==> src/rtl/id_pkg.sv <==
// Shared decode constants for the instruction-decode stage: opcodes, funct codes,
// the 4-bit ALU control encoding and the funct-to-ALU lookup.
package id_pkg;

  localparam logic [5:0] OP_RTYPE = 6'h00;
  localparam logic [5:0] OP_J     = 6'h02;
  localparam logic [5:0] OP_BEQ   = 6'h04;
  localparam logic [5:0] OP_ADDI  = 6'h08;
  localparam logic [5:0] OP_FPR   = 6'h11;
  localparam logic [5:0] OP_LW    = 6'h23;
  localparam logic [5:0] OP_SW    = 6'h2B;
  localparam logic [5:0] OP_LWC1  = 6'h31;
  localparam logic [5:0] OP_SWC1  = 6'h39;

  localparam logic [5:0] FN_SLL  = 6'h00;
  localparam logic [5:0] FN_SRL  = 6'h02;
  localparam logic [5:0] FN_SRA  = 6'h03;
  localparam logic [5:0] FN_ADD  = 6'h20;
  localparam logic [5:0] FN_ADDU = 6'h21;
  localparam logic [5:0] FN_SUB  = 6'h22;
  localparam logic [5:0] FN_SUBU = 6'h23;
  localparam logic [5:0] FN_AND  = 6'h24;
  localparam logic [5:0] FN_OR   = 6'h25;
  localparam logic [5:0] FN_XOR  = 6'h26;
  localparam logic [5:0] FN_NOR  = 6'h27;
  localparam logic [5:0] FN_SLT  = 6'h2A;

  localparam logic [5:0] FN_FADD = 6'h00;
  localparam logic [5:0] FN_FSUB = 6'h01;
  localparam logic [5:0] FN_FMUL = 6'h02;
  localparam logic [5:0] FN_FDIV = 6'h03;

  typedef enum logic [3:0] {
    ALU_ADD  = 4'd0,
    ALU_SUB  = 4'd1,
    ALU_AND  = 4'd2,
    ALU_OR   = 4'd3,
    ALU_XOR  = 4'd4,
    ALU_NOR  = 4'd5,
    ALU_SLT  = 4'd6,
    ALU_SLL  = 4'd7,
    ALU_SRL  = 4'd8,
    ALU_SRA  = 4'd9,
    ALU_FADD = 4'd10,
    ALU_FSUB = 4'd11,
    ALU_FMUL = 4'd12,
    ALU_FDIV = 4'd13
  } alu_ctrl_e;

  typedef struct packed {
    logic [3:0] alu;
    logic       mem_read;
    logic       mem_write;
    logic       reg_write;
    logic       mem_to_reg;
    logic       branch;
    logic       jump;
  } ctrl_t;

  // Unknown funct codes fall back to an add so a bad encoding is harmless.
  function automatic alu_ctrl_e funct_to_alu(input logic fp, input logic [5:0] funct);
    alu_ctrl_e a;
    a = ALU_ADD;
    if (fp) begin
      case (funct)
        FN_FADD: a = ALU_FADD;
        FN_FSUB: a = ALU_FSUB;
        FN_FMUL: a = ALU_FMUL;
        FN_FDIV: a = ALU_FDIV;
        default: a = ALU_FADD;
      endcase
    end else begin
      case (funct)
        FN_ADD, FN_ADDU: a = ALU_ADD;
        FN_SUB, FN_SUBU: a = ALU_SUB;
        FN_AND:          a = ALU_AND;
        FN_OR:           a = ALU_OR;
        FN_XOR:          a = ALU_XOR;
        FN_NOR:          a = ALU_NOR;
        FN_SLT:          a = ALU_SLT;
        FN_SLL:          a = ALU_SLL;
        FN_SRL:          a = ALU_SRL;
        FN_SRA:          a = ALU_SRA;
        default:         a = ALU_ADD;
      endcase
    end
    return a;
  endfunction

endpackage

==> src/rtl/id_regbank.sv <==
// One register bank: NREG x XLEN, two read ports, one write port and a debug read
// port. Reads are combinational with a same-cycle write forwarded (write-first).
module id_regbank #(
  parameter int XLEN    = 32,
  parameter int NREG    = 32,
  parameter bit ZERO_R0 = 1'b1,
  localparam int AW     = $clog2(NREG)
) (
  input  logic            clk,
  input  logic            rst,
  input  logic            i_we,
  input  logic [AW-1:0]   i_waddr,
  input  logic [XLEN-1:0] i_wdata,
  input  logic [AW-1:0]   i_raddr1,
  output logic [XLEN-1:0] o_rdata1,
  input  logic [AW-1:0]   i_raddr2,
  output logic [XLEN-1:0] o_rdata2,
  input  logic [AW-1:0]   i_dbg_addr,
  output logic [XLEN-1:0] o_dbg_data
);

  logic [XLEN-1:0] r_mem [NREG];

  function automatic logic [XLEN-1:0] rd_port(input logic [AW-1:0]   a,
                                               input logic [XLEN-1:0] stored,
                                               input logic            we,
                                               input logic [AW-1:0]   wa,
                                               input logic [XLEN-1:0] wd);
    if (ZERO_R0 && a == '0) return '0;
    else if (we && wa == a) return wd;
    else return stored;
  endfunction

  assign o_rdata1   = rd_port(i_raddr1,   r_mem[i_raddr1],   i_we, i_waddr, i_wdata);
  assign o_rdata2   = rd_port(i_raddr2,   r_mem[i_raddr2],   i_we, i_waddr, i_wdata);
  assign o_dbg_data = rd_port(i_dbg_addr, r_mem[i_dbg_addr], i_we, i_waddr, i_wdata);

  always_ff @(posedge clk) begin
    if (rst) begin
      for (int i = 0; i < NREG; i++) r_mem[i] <= '0;
    end else if (i_we && !(ZERO_R0 && i_waddr == '0)) begin
      r_mem[i_waddr] <= i_wdata;
    end
  end

endmodule

==> src/rtl/id_stage_param.sv <==
// Instruction-decode stage: decodes the offered instruction, reads the integer/FP
// register banks, interlocks on load-use hazards and registers the result into D/X.
module id_stage_param
  import id_pkg::*;
#(
  parameter int XLEN   = 32,
  parameter int NREG   = 32,
  parameter int NBANK  = 2,
  parameter int HAZ_EN = 1,
  localparam int AW    = $clog2(NREG)
) (
  input  logic            clk,
  input  logic            rst,
  input  logic            if_valid,
  output logic            if_ready,
  input  logic [XLEN-1:0] if_pc,
  input  logic [31:0]     if_instr,
  input  logic            wb_en,
  input  logic            wb_bank,
  input  logic [AW-1:0]   wb_addr,
  input  logic [XLEN-1:0] wb_data,
  input  logic            flush,
  input  logic            ex_ready,
  output logic            dx_valid,
  output logic [XLEN-1:0] dx_pc,
  output logic [XLEN-1:0] dx_src1,
  output logic [XLEN-1:0] dx_src2,
  output logic [XLEN-1:0] dx_store_data,
  output logic [XLEN-1:0] dx_imm,
  output logic [XLEN-1:0] dx_jump_addr,
  output logic [AW-1:0]   dx_rd_addr,
  output logic            dx_bank,
  output logic [3:0]      dx_alu_ctrl,
  output logic            dx_mem_read,
  output logic            dx_mem_write,
  output logic            dx_reg_write,
  output logic            dx_mem_to_reg,
  output logic            dx_branch,
  output logic            dx_jump,
  input  logic            dbg_bank,
  input  logic [AW-1:0]   dbg_addr,
  output logic [XLEN-1:0] dbg_data
);

  // Handshake: an instruction moves IF->ID on a cycle with if_valid & if_ready, and
  // ID->EX on a cycle with dx_valid & ex_ready; neither valid may depend on its ready.

  logic [5:0]      w_op, w_funct;
  logic [AW-1:0]   w_rs, w_rt, w_rd, w_dst;
  logic            w_dst_bank, w_rs_bank, w_rt_bank, w_use_rs, w_use_rt;
  ctrl_t           w_ctrl;
  logic [1:0]      w_we;
  logic [XLEN-1:0] w_rd1 [2];
  logic [XLEN-1:0] w_rd2 [2];
  logic [XLEN-1:0] w_dbg [2];
  logic            w_haz_rs, w_haz_rt, w_hazard, w_accept;

  logic            r_valid, r_bank;
  logic [XLEN-1:0] r_pc, r_src1, r_src2, r_store, r_imm, r_jaddr;
  logic [AW-1:0]   r_rd;
  ctrl_t           r_ctrl;

  assign w_op    = if_instr[31:26];
  assign w_funct = if_instr[5:0];
  assign w_rs    = if_instr[21 +: AW];
  assign w_rt    = if_instr[16 +: AW];
  assign w_rd    = if_instr[11 +: AW];

  always_comb begin
    w_ctrl     = '0;
    w_dst      = w_rt;
    w_dst_bank = 1'b0;
    w_rs_bank  = 1'b0;
    w_rt_bank  = 1'b0;
    w_use_rs   = 1'b0;
    w_use_rt   = 1'b0;
    case (w_op)
      OP_RTYPE: begin
        w_ctrl.alu = funct_to_alu(1'b0, w_funct);
        w_ctrl.reg_write = 1'b1;
        w_dst = w_rd;
        w_use_rs = 1'b1;
        w_use_rt = 1'b1;
      end
      OP_ADDI: begin
        w_ctrl.reg_write = 1'b1;
        w_use_rs = 1'b1;
      end
      OP_LW: begin
        w_ctrl.mem_read = 1'b1;
        w_ctrl.reg_write = 1'b1;
        w_ctrl.mem_to_reg = 1'b1;
        w_use_rs = 1'b1;
      end
      OP_SW: begin
        w_ctrl.mem_write = 1'b1;
        w_use_rs = 1'b1;
        w_use_rt = 1'b1;
      end
      OP_BEQ: begin
        w_ctrl.alu = ALU_SUB;
        w_ctrl.branch = 1'b1;
        w_use_rs = 1'b1;
        w_use_rt = 1'b1;
      end
      OP_J: w_ctrl.jump = 1'b1;
      // FP opcodes exist only with a second bank; otherwise they fall to NOP.
      OP_FPR: if (NBANK == 2) begin
        w_ctrl.alu = funct_to_alu(1'b1, w_funct);
        w_ctrl.reg_write = 1'b1;
        w_dst = w_rd;
        w_dst_bank = 1'b1;
        w_rs_bank = 1'b1;
        w_rt_bank = 1'b1;
        w_use_rs = 1'b1;
        w_use_rt = 1'b1;
      end
      OP_LWC1: if (NBANK == 2) begin
        w_ctrl.mem_read = 1'b1;
        w_ctrl.reg_write = 1'b1;
        w_ctrl.mem_to_reg = 1'b1;
        w_dst_bank = 1'b1;
        w_use_rs = 1'b1;
      end
      OP_SWC1: if (NBANK == 2) begin
        w_ctrl.mem_write = 1'b1;
        w_dst_bank = 1'b1;
        w_rt_bank = 1'b1;
        w_use_rs = 1'b1;
        w_use_rt = 1'b1;
      end
      default: ;
    endcase
  end

  // Reset outranks write-back, including the read bypass.
  assign w_we[0] = wb_en & ~rst & ~wb_bank;
  assign w_we[1] = wb_en & ~rst &  wb_bank;

  for (genvar b = 0; b < 2; b++) begin : g_bank
    if (b < NBANK) begin : g_inst
      id_regbank #(.XLEN(XLEN), .NREG(NREG), .ZERO_R0(b == 0)) u_bank (
        .clk        (clk),
        .rst        (rst),
        .i_we       (w_we[b]),
        .i_waddr    (wb_addr),
        .i_wdata    (wb_data),
        .i_raddr1   (w_rs),
        .o_rdata1   (w_rd1[b]),
        .i_raddr2   (w_rt),
        .o_rdata2   (w_rd2[b]),
        .i_dbg_addr (dbg_addr),
        .o_dbg_data (w_dbg[b])
      );
    end else begin : g_none
      assign w_rd1[b] = '0;
      assign w_rd2[b] = '0;
      assign w_dbg[b] = '0;
    end
  end

  assign dbg_data = dbg_bank ? w_dbg[1] : w_dbg[0];

  assign w_haz_rs = w_use_rs && r_rd == w_rs && r_bank == w_rs_bank && !(!w_rs_bank && w_rs == '0);
  assign w_haz_rt = w_use_rt && r_rd == w_rt && r_bank == w_rt_bank && !(!w_rt_bank && w_rt == '0);
  assign w_hazard = (HAZ_EN != 0) && r_valid && r_ctrl.mem_read && (w_haz_rs || w_haz_rt);
  assign if_ready = !rst && !flush && !w_hazard && (!r_valid || ex_ready);
  assign w_accept = if_valid && if_ready;

  always_ff @(posedge clk) begin
    if (rst) begin
      r_valid <= 1'b0;
      r_pc    <= '0;
      r_src1  <= '0;
      r_src2  <= '0;
      r_store <= '0;
      r_imm   <= '0;
      r_jaddr <= '0;
      r_rd    <= '0;
      r_bank  <= 1'b0;
      r_ctrl  <= '0;
    end else if (flush) begin
      r_valid <= 1'b0;
    end else if (!r_valid || ex_ready) begin
      r_valid <= w_accept;
      if (w_accept) begin
        r_pc    <= if_pc;
        r_src1  <= w_rs_bank ? w_rd1[1] : w_rd1[0];
        r_src2  <= w_rt_bank ? w_rd2[1] : w_rd2[0];
        r_store <= w_rt_bank ? w_rd2[1] : w_rd2[0];
        r_imm   <= {{(XLEN-16){if_instr[15]}}, if_instr[15:0]};
        r_jaddr <= {if_pc[XLEN-1:28], if_instr[25:0], 2'b00};
        r_rd    <= w_dst;
        r_bank  <= w_dst_bank;
        r_ctrl  <= w_ctrl;
      end
    end
  end

  assign dx_valid      = r_valid;
  assign dx_pc         = r_pc;
  assign dx_src1       = r_src1;
  assign dx_src2       = r_src2;
  assign dx_store_data = r_store;
  assign dx_imm        = r_imm;
  assign dx_jump_addr  = r_jaddr;
  assign dx_rd_addr    = r_rd;
  assign dx_bank       = r_bank;
  assign dx_alu_ctrl   = r_valid ? r_ctrl.alu : 4'd0;
  assign dx_mem_read   = r_valid & r_ctrl.mem_read;
  assign dx_mem_write  = r_valid & r_ctrl.mem_write;
  assign dx_reg_write  = r_valid & r_ctrl.reg_write;
  assign dx_mem_to_reg = r_valid & r_ctrl.mem_to_reg;
  assign dx_branch     = r_valid & r_ctrl.branch;
  assign dx_jump       = r_valid & r_ctrl.jump;

endmodule
==> config.mk <==
export PLATFORM = sky130hd
export DESIGN_NAME = id_stage_param
export DESIGN_NICKNAME = d
export VERILOG_FILES = /design/src/rtl/id_pkg.sv /design/src/rtl/id_regbank.sv /design/src/rtl/id_stage_param.sv
export SDC_FILE = /design/constraint.sdc
export NUM_CORES = 2
export LEC_CHECK = 0
export CAP_MARGIN = 20
export CORE_MARGIN = 1.5
export CORE_UTILIZATION = 35
export DETAILED_ROUTE_END_ITERATION = 8
export PLACE_DENSITY = 0.63
export SYNTH_ARGS = -nofsm -noshare
export SYNTH_HDL_FRONTEND = slang
export SYNTH_HIERARCHICAL = 1
export SYNTH_SLANG_ARGS = --single-unit
==> constraint.sdc <==
create_clock -name clk -period 3.1 [get_ports clk]
set_input_delay 0.62 -clock clk [delete_from_list [all_inputs] [get_ports clk]]
set_output_delay 0.62 -clock clk [all_outputs]
set_load 0.01 [all_outputs]
-- After elaboration in Yosys (flattened, before gate mapping)
Memory sizes are Yosys's and may differ from the RTL's.
Cells that the tools add are included.
- register bits after elaboration: 158
- bits in writable memories: 2048
- word-level logic and storage cells: 144
- memories kept: 2
- memory list (memory ; words ; width ; read ports ; clocked after memory_dff ; write ports ; line ; RTL):
    g_bank[0].g_inst.u_bank.r_mem ; 32 ; 32 ; 3 ; 0 ; 32 ; id_regbank.sv:22 ; logic [XLEN-1:0] r_mem [NREG];
    g_bank[1].g_inst.u_bank.r_mem ; 32 ; 32 ; 3 ; 0 ; 32 ; id_regbank.sv:22 ;
- reductions and logical operators: 51
- equal/unequal tests: 25
- bitwise gates (word level): 11
- mux-type cells: 41
- operators by type and width (cell ; count):
    two-way mux 32 bit ; 14
    equality test 6 bit (second input constant) ; 11
    OR reduction 32 bit ; 2
    case mux 4 bit (9 select lines) ; 1
    equality test 5 bit ; 5
    logical AND 1 bit ; 21
    logical NOT 5 bit ; 4
    two-way mux 1 bit ; 20
    equality test 6 x 2 -> 1 bit (second input constant) ; 3
    two-way mux 5 bit ; 3
    logical NOT 6 bit ; 2
    case mux 4 bit (3 select lines) ; 1
    OR reduction 2 bit ; 6
    OR reduction 5 bit ; 2
    logical NOT 1 bit ; 9
    case mux 3 bit (3 select lines) ; 1
    bitwise AND 1 bit ; 8
    OR reduction 8 bit ; 1
    equality test 6 x 1 -> 1 bit (second input constant) ; 1
    equality test 6 x 3 -> 1 bit (second input constant) ; 1
    equality test 6 x 4 -> 1 bit (second input constant) ; 1
    equality test 6 x 5 -> 1 bit (second input constant) ; 1
    two-way mux 4 bit ; 1
    inverter 1 bit ; 3
    4 further kinds ; 6

-- Logic depth before layout (Yosys ltp)
- depth after elaboration: 14
- mapped depth: 12

-- Hierarchy
The synthesis kept the hierarchy.
- modules (own cells, without submodules) (module ; cells an instance ; sequential area each (sq um) ; times used ; area each (sq um)):
    id_regbank at g_bank[1].g_inst.u_bank ; 4633 ; 30749.5 ; 1 ; 63644.8
    id_regbank at g_bank[0].g_inst.u_bank ; 4476 ; 30749.5 ; 1 ; 63303.2
    id_stage_param ; 729 ; 2762.6 ; 1 ; 7806.2

-- Worst setup path before layout
OpenSTA, ideal clock, no wires.
- path kind: in2out
- from: input port rst
- to: output port dbg_data[10]
- arrival time: 2.719 ns
- slack: -0.239 ns
- buffers on the path: 4
- stages on the path: 9
- cells stage by stage: clkbuf_1 clkbuf_1 clkbuf_1 nor3b_1 nand2_1 nor4_2 clkbuf_1 a22o_1 mux2_2
- RTL lines (item ; line ; RTL):
    start, declared ; id_stage_param.sv:13 ; input logic rst,
    end, declared ; id_stage_param.sv:42 ; output logic [XLEN-1:0] dbg_data

==> impl_metrics.csv <==
group,metric,value,unit
critical_path,critical-path-max-stage-delay,0.55,ns
timing,skew,0.05157,ns
timing,fin_ws,-1.009,ns
pwr,pwr-share-clk,37.9,%
worst_hold_path,hold_path_startpoint,"wb_data[18]",
pwr,peakVddDrop,0.4731,mV
drt,routed_via_density,6.214,
run_status,violations,"setup timing",
pwr,p_leak,62.73,nW
critical_path,cp_num_buf_inv,2,
timing,post-route-min-period,4.109,ns
critical_path,crit_chain,"mux4_2 -> a22o_1 -> a2111oi_4 -> buf_4 -> a21oi_4 -> a22o_1 -> mux2_4 -> buf_6",
worst_hold_path,hold-path-endpoint,"g_bank[0].g_inst.u_bank/r_mem[31][18]",
placement,dp_cells,16080,
critical_path,critPathCaptureType,"output pin",
global_route,grt_pass1_vias,102300,
critical_path,ff2ff_path_depth,9,
floorplan,die_y,623.5,um
clocking,insertion_delay,0.94,ns
critical_path,crit_type,"register to output pin",
global_route,grt_max_degree,75,
placement,place_congestion,0.9946,
final_layout,nFillCells,33960,
critical_path,cp.arrival,3.49,ns
timing,tightest_slew,1.070,ns
drt,drt_iter0_drc,13890,
clocking,clock_path_buffers,4,
synthesis,mappedNetlistArea,134800,sq um
pwr,power_frac_comb,18.9,%
final_layout,utilization,44.24,%
drt,drt-total-wl,575500,um
global_route,grt_usage,28.70,%
timing,relSlewSlack,28.67,%
drt,wl_per_cell,34.58,um
final_layout,drive_gt1_share,36.53,%
global_route,antenna_found_initial,44,
pwr,seq_power_share,43.2,%
final_layout,seqCellArea,64280,sq um
drt,vias,103400,
floorplan,num_io_pins,356,
final_layout,multi_input_area,66200,sq um
clocking,cts_tree,"built",
drt,drtAntennaViolNets,0,
timing,timing.fmax,243.4,MHz
timing,rsz0062_at_grt,"yes",
final_layout,final_common_cell,"edfxtp_1",
synthesis,synth-main-ff-cell,"edfxtp_1",
timing,hold_viol,0,
clocking,path_clk_slew,0.06,ns
floorplan,die_area,388700,sq um
placement,dp.final_hpwl,434800,um
synthesis,synthArstFlopShare,0,%
floorplan,core_region_area,382900,sq um
critical_path,cpLargestDelayFamily,"multiplexers",
drt,drc,0,
clocking,htreeDepth,4,
pwr,netSwitchingFraction,27.59,%
critical_path,rrSetupSlack,0.28,ns
final_layout,fin_nets,11490,
worst_hold_path,min_delay_path_depth,2,
critical_path,r2r-end,"dx_src1[26]",
synthesis,ys_ff_latch,2186,
synthesis,syn_inst,9838,
global_route,overflow,0,
final_layout,final_cells,16650,
timing,fin_crit_sh,132.5,%
floorplan,initial_core_util,35.20,%
synthesis,synth.avg_cell_area,13.70,sq um
floorplan,core.rowCount,227,
flow_run,cap_violations,0,
clocking,cts-buffers-inserted,243,
timing,setup_violations,32,
drt,drtPass1Iterations,7,
critical_path,critPathMaxFanout,2,
final_layout,area_delta_synth_final,25.70,%
synthesis,synth_edf_count,2048,
placement,port_buffers,353,
floorplan,die_w,623.5,um
run_status,status,"finished with violations",
synthesis,ys_types,95,
timing,slew_viol_final,0,
pwr,net-switching-power,22.37,mW
critical_path,slowest_stage,"mux4_2",
critical_path,startpoint_type,"register",
worst_hold_path,hold_class,"input pin to register",
timing,holdWs,0.09990,ns
clocking,postCtsHoldBufs,0,
pwr,pwr_density_cell,478.7,nW/um^2
critical_path,reg2reg_from,"g_bank[0].g_inst.u_bank/r_mem[10][26]",
clocking,cts_root_buf,"clkbuf_16",
synthesis,synth_seq_area_share,47.69,%
critical_path,worstPathRequired,2.48,ns
pwr,intPower,58.71,mW
clocking,clkSinkCount,2186,
final_layout,final_cell_mix,"edfxtp_1 (2048), and2_1 (2030), buf_4 (1620)",
critical_path,critPathMostFrequentCell,"a22o_1",
global_route,grt_first_pass_wirelength,797600,um
synthesis,ys_warn_count,6,
==> Yosys cell counts (56+ instances only) <==
cell type  count  share of area (%)
a22oi_1      329                1.8
nor2b_1      153               0.71
o21ai_0       79               0.29
a211oi_1      89               0.50
clkbuf_1     638                1.8
edfxtp_1    2048                 46
nand2_1      215               0.60
buf_6         56               0.47
or2_2         67               0.31
mux4_2      1156                 19
and2_1      2031                9.4
nand2b_1      90               0.42
a22o_1        98               0.64
o22ai_1      230                1.1
buf_4        188                1.0
a21oi_1      119               0.44
nand3_1       69               0.26
o221ai_1      73               0.47
mux2_2       203                1.7
nor2_1       159               0.44
mux2i_1      755                5.6
dfxtp_1      138                2.1
buf_2        217               0.81
==> sequential cells by signal, summed over array words and instances, names as in the netlist <==
signal,cells
r_ctrl,9
dx_rd_addr,5
dx_src1,32
dx_valid,1
g_bank.g_inst.u_bank/r_mem,2048
dx_store_data,32
dx_bank,1
dx_jump_addr,11
dx_imm,15
dx_pc,32
==> routing by layer <==
layer / track usage (%) / vias to the layer above / wire length, um
li1: - / 41470 / -
met1: 34.85 / 53130 / 204600
met2: 46.89 / 7113 / 270800
met3: 6.424 / 1702 / 59530
met4: 16.81 / 26 / 40440
met5: 0 / - / 163
==> worst max path at each step <==
stage                                                     from      endpoint  slack (ns)  cells past startpoint
after floorplan                                    dbg_addr[2]  dbg_data[11]       -0.04                      8
after global placement                             dbg_addr[0]   dbg_data[9]       -2.06                     11
after detailed placement                           dbg_addr[0]  dbg_data[24]       -1.67                     13
after CTS                 g_bank[0].g_inst.u_bank/r_mem[0][17]  dbg_data[17]       -1.01                      8
after global routing      g_bank[0].g_inst.u_bank/r_mem[1][17]  dbg_data[17]       -1.03                      8
final                     g_bank[0].g_inst.u_bank/r_mem[0][17]  dbg_data[17]       -1.01                      8
==> area by class of cell <==
class	instances	share of cell area [%]
multi-input combinational	6525	39.08
inverter	10	0.02216
clock buffer	276	3.731
sequential	2186	37.95
tap	5038	3.721
clock inverter	167	1.121
antenna	35	0.05171
timing repair buffer	2409	14.33
==> kinds of logic (layout without fill, tap and decap cells) <==
kind of cell / after synthesis / in the layout / synth area share [%]
compound gates: 1300 / 1300 / 7.074
xor+xnor: 43 / 43 / 0.2795
buf+inv: 1159 / 2862 / 4.451
flops: 2186 / 2186 / 47.69
mux: 2165 / 2165 / 27.26
other cells: 2 / 69 / 0.005573
simple gates: 2983 / 2983 / 13.24
==> worst register-to-register path: stages (launching register included) <==
cell and delay, ns:
edfxtp_1 0.41, buf_4 0.16, mux4_2 0.45, a22oi_1 0.28
buf_4 0.18, nand2_1 0.04, and3_1 0.17, a221o_1 0.35
mux2i_1 0.51, mux2i_1 0.14
==> what timing repair did <==
| action | CTS | global route |
|---|---|---|
| endpoints found under the setup margin | 35 | 33 |
| pin swaps | 75 | 21 |
| setup buffers | 73 | 25 |
| cloned | 1 | 2 |
| resized for setup | 341 | 41 |
==> stage by stage <==
stage               setup TNS (ns)  worst slack, ns  area, sq um  total power [mW]
global route                -26.50           -1.028       169400             82.73
floorplan                  -0.6498         -0.03893       134900             42.44
detailed placement         -761.10           -1.667       158800             50.00
CTS                         -25.26           -1.010       168800             80.75
finish                      -25.47           -1.009       169400             81.08
global placement           -676.81           -2.060       158800             49.78
==> power groups by stage <==
stage                     Combinational, mW  Sequential [mW]  Clock, mW
after detailed placement               14.4             35.6          0
after global routing                   15.6             35.2       31.9
after global placement                 14.3             35.5          0
after CTS                              14.9             35.0       30.9
final                                  15.3             35.1       30.7
after floorplan                        7.30             35.1          0
Power figures use the tool's default switching activity.
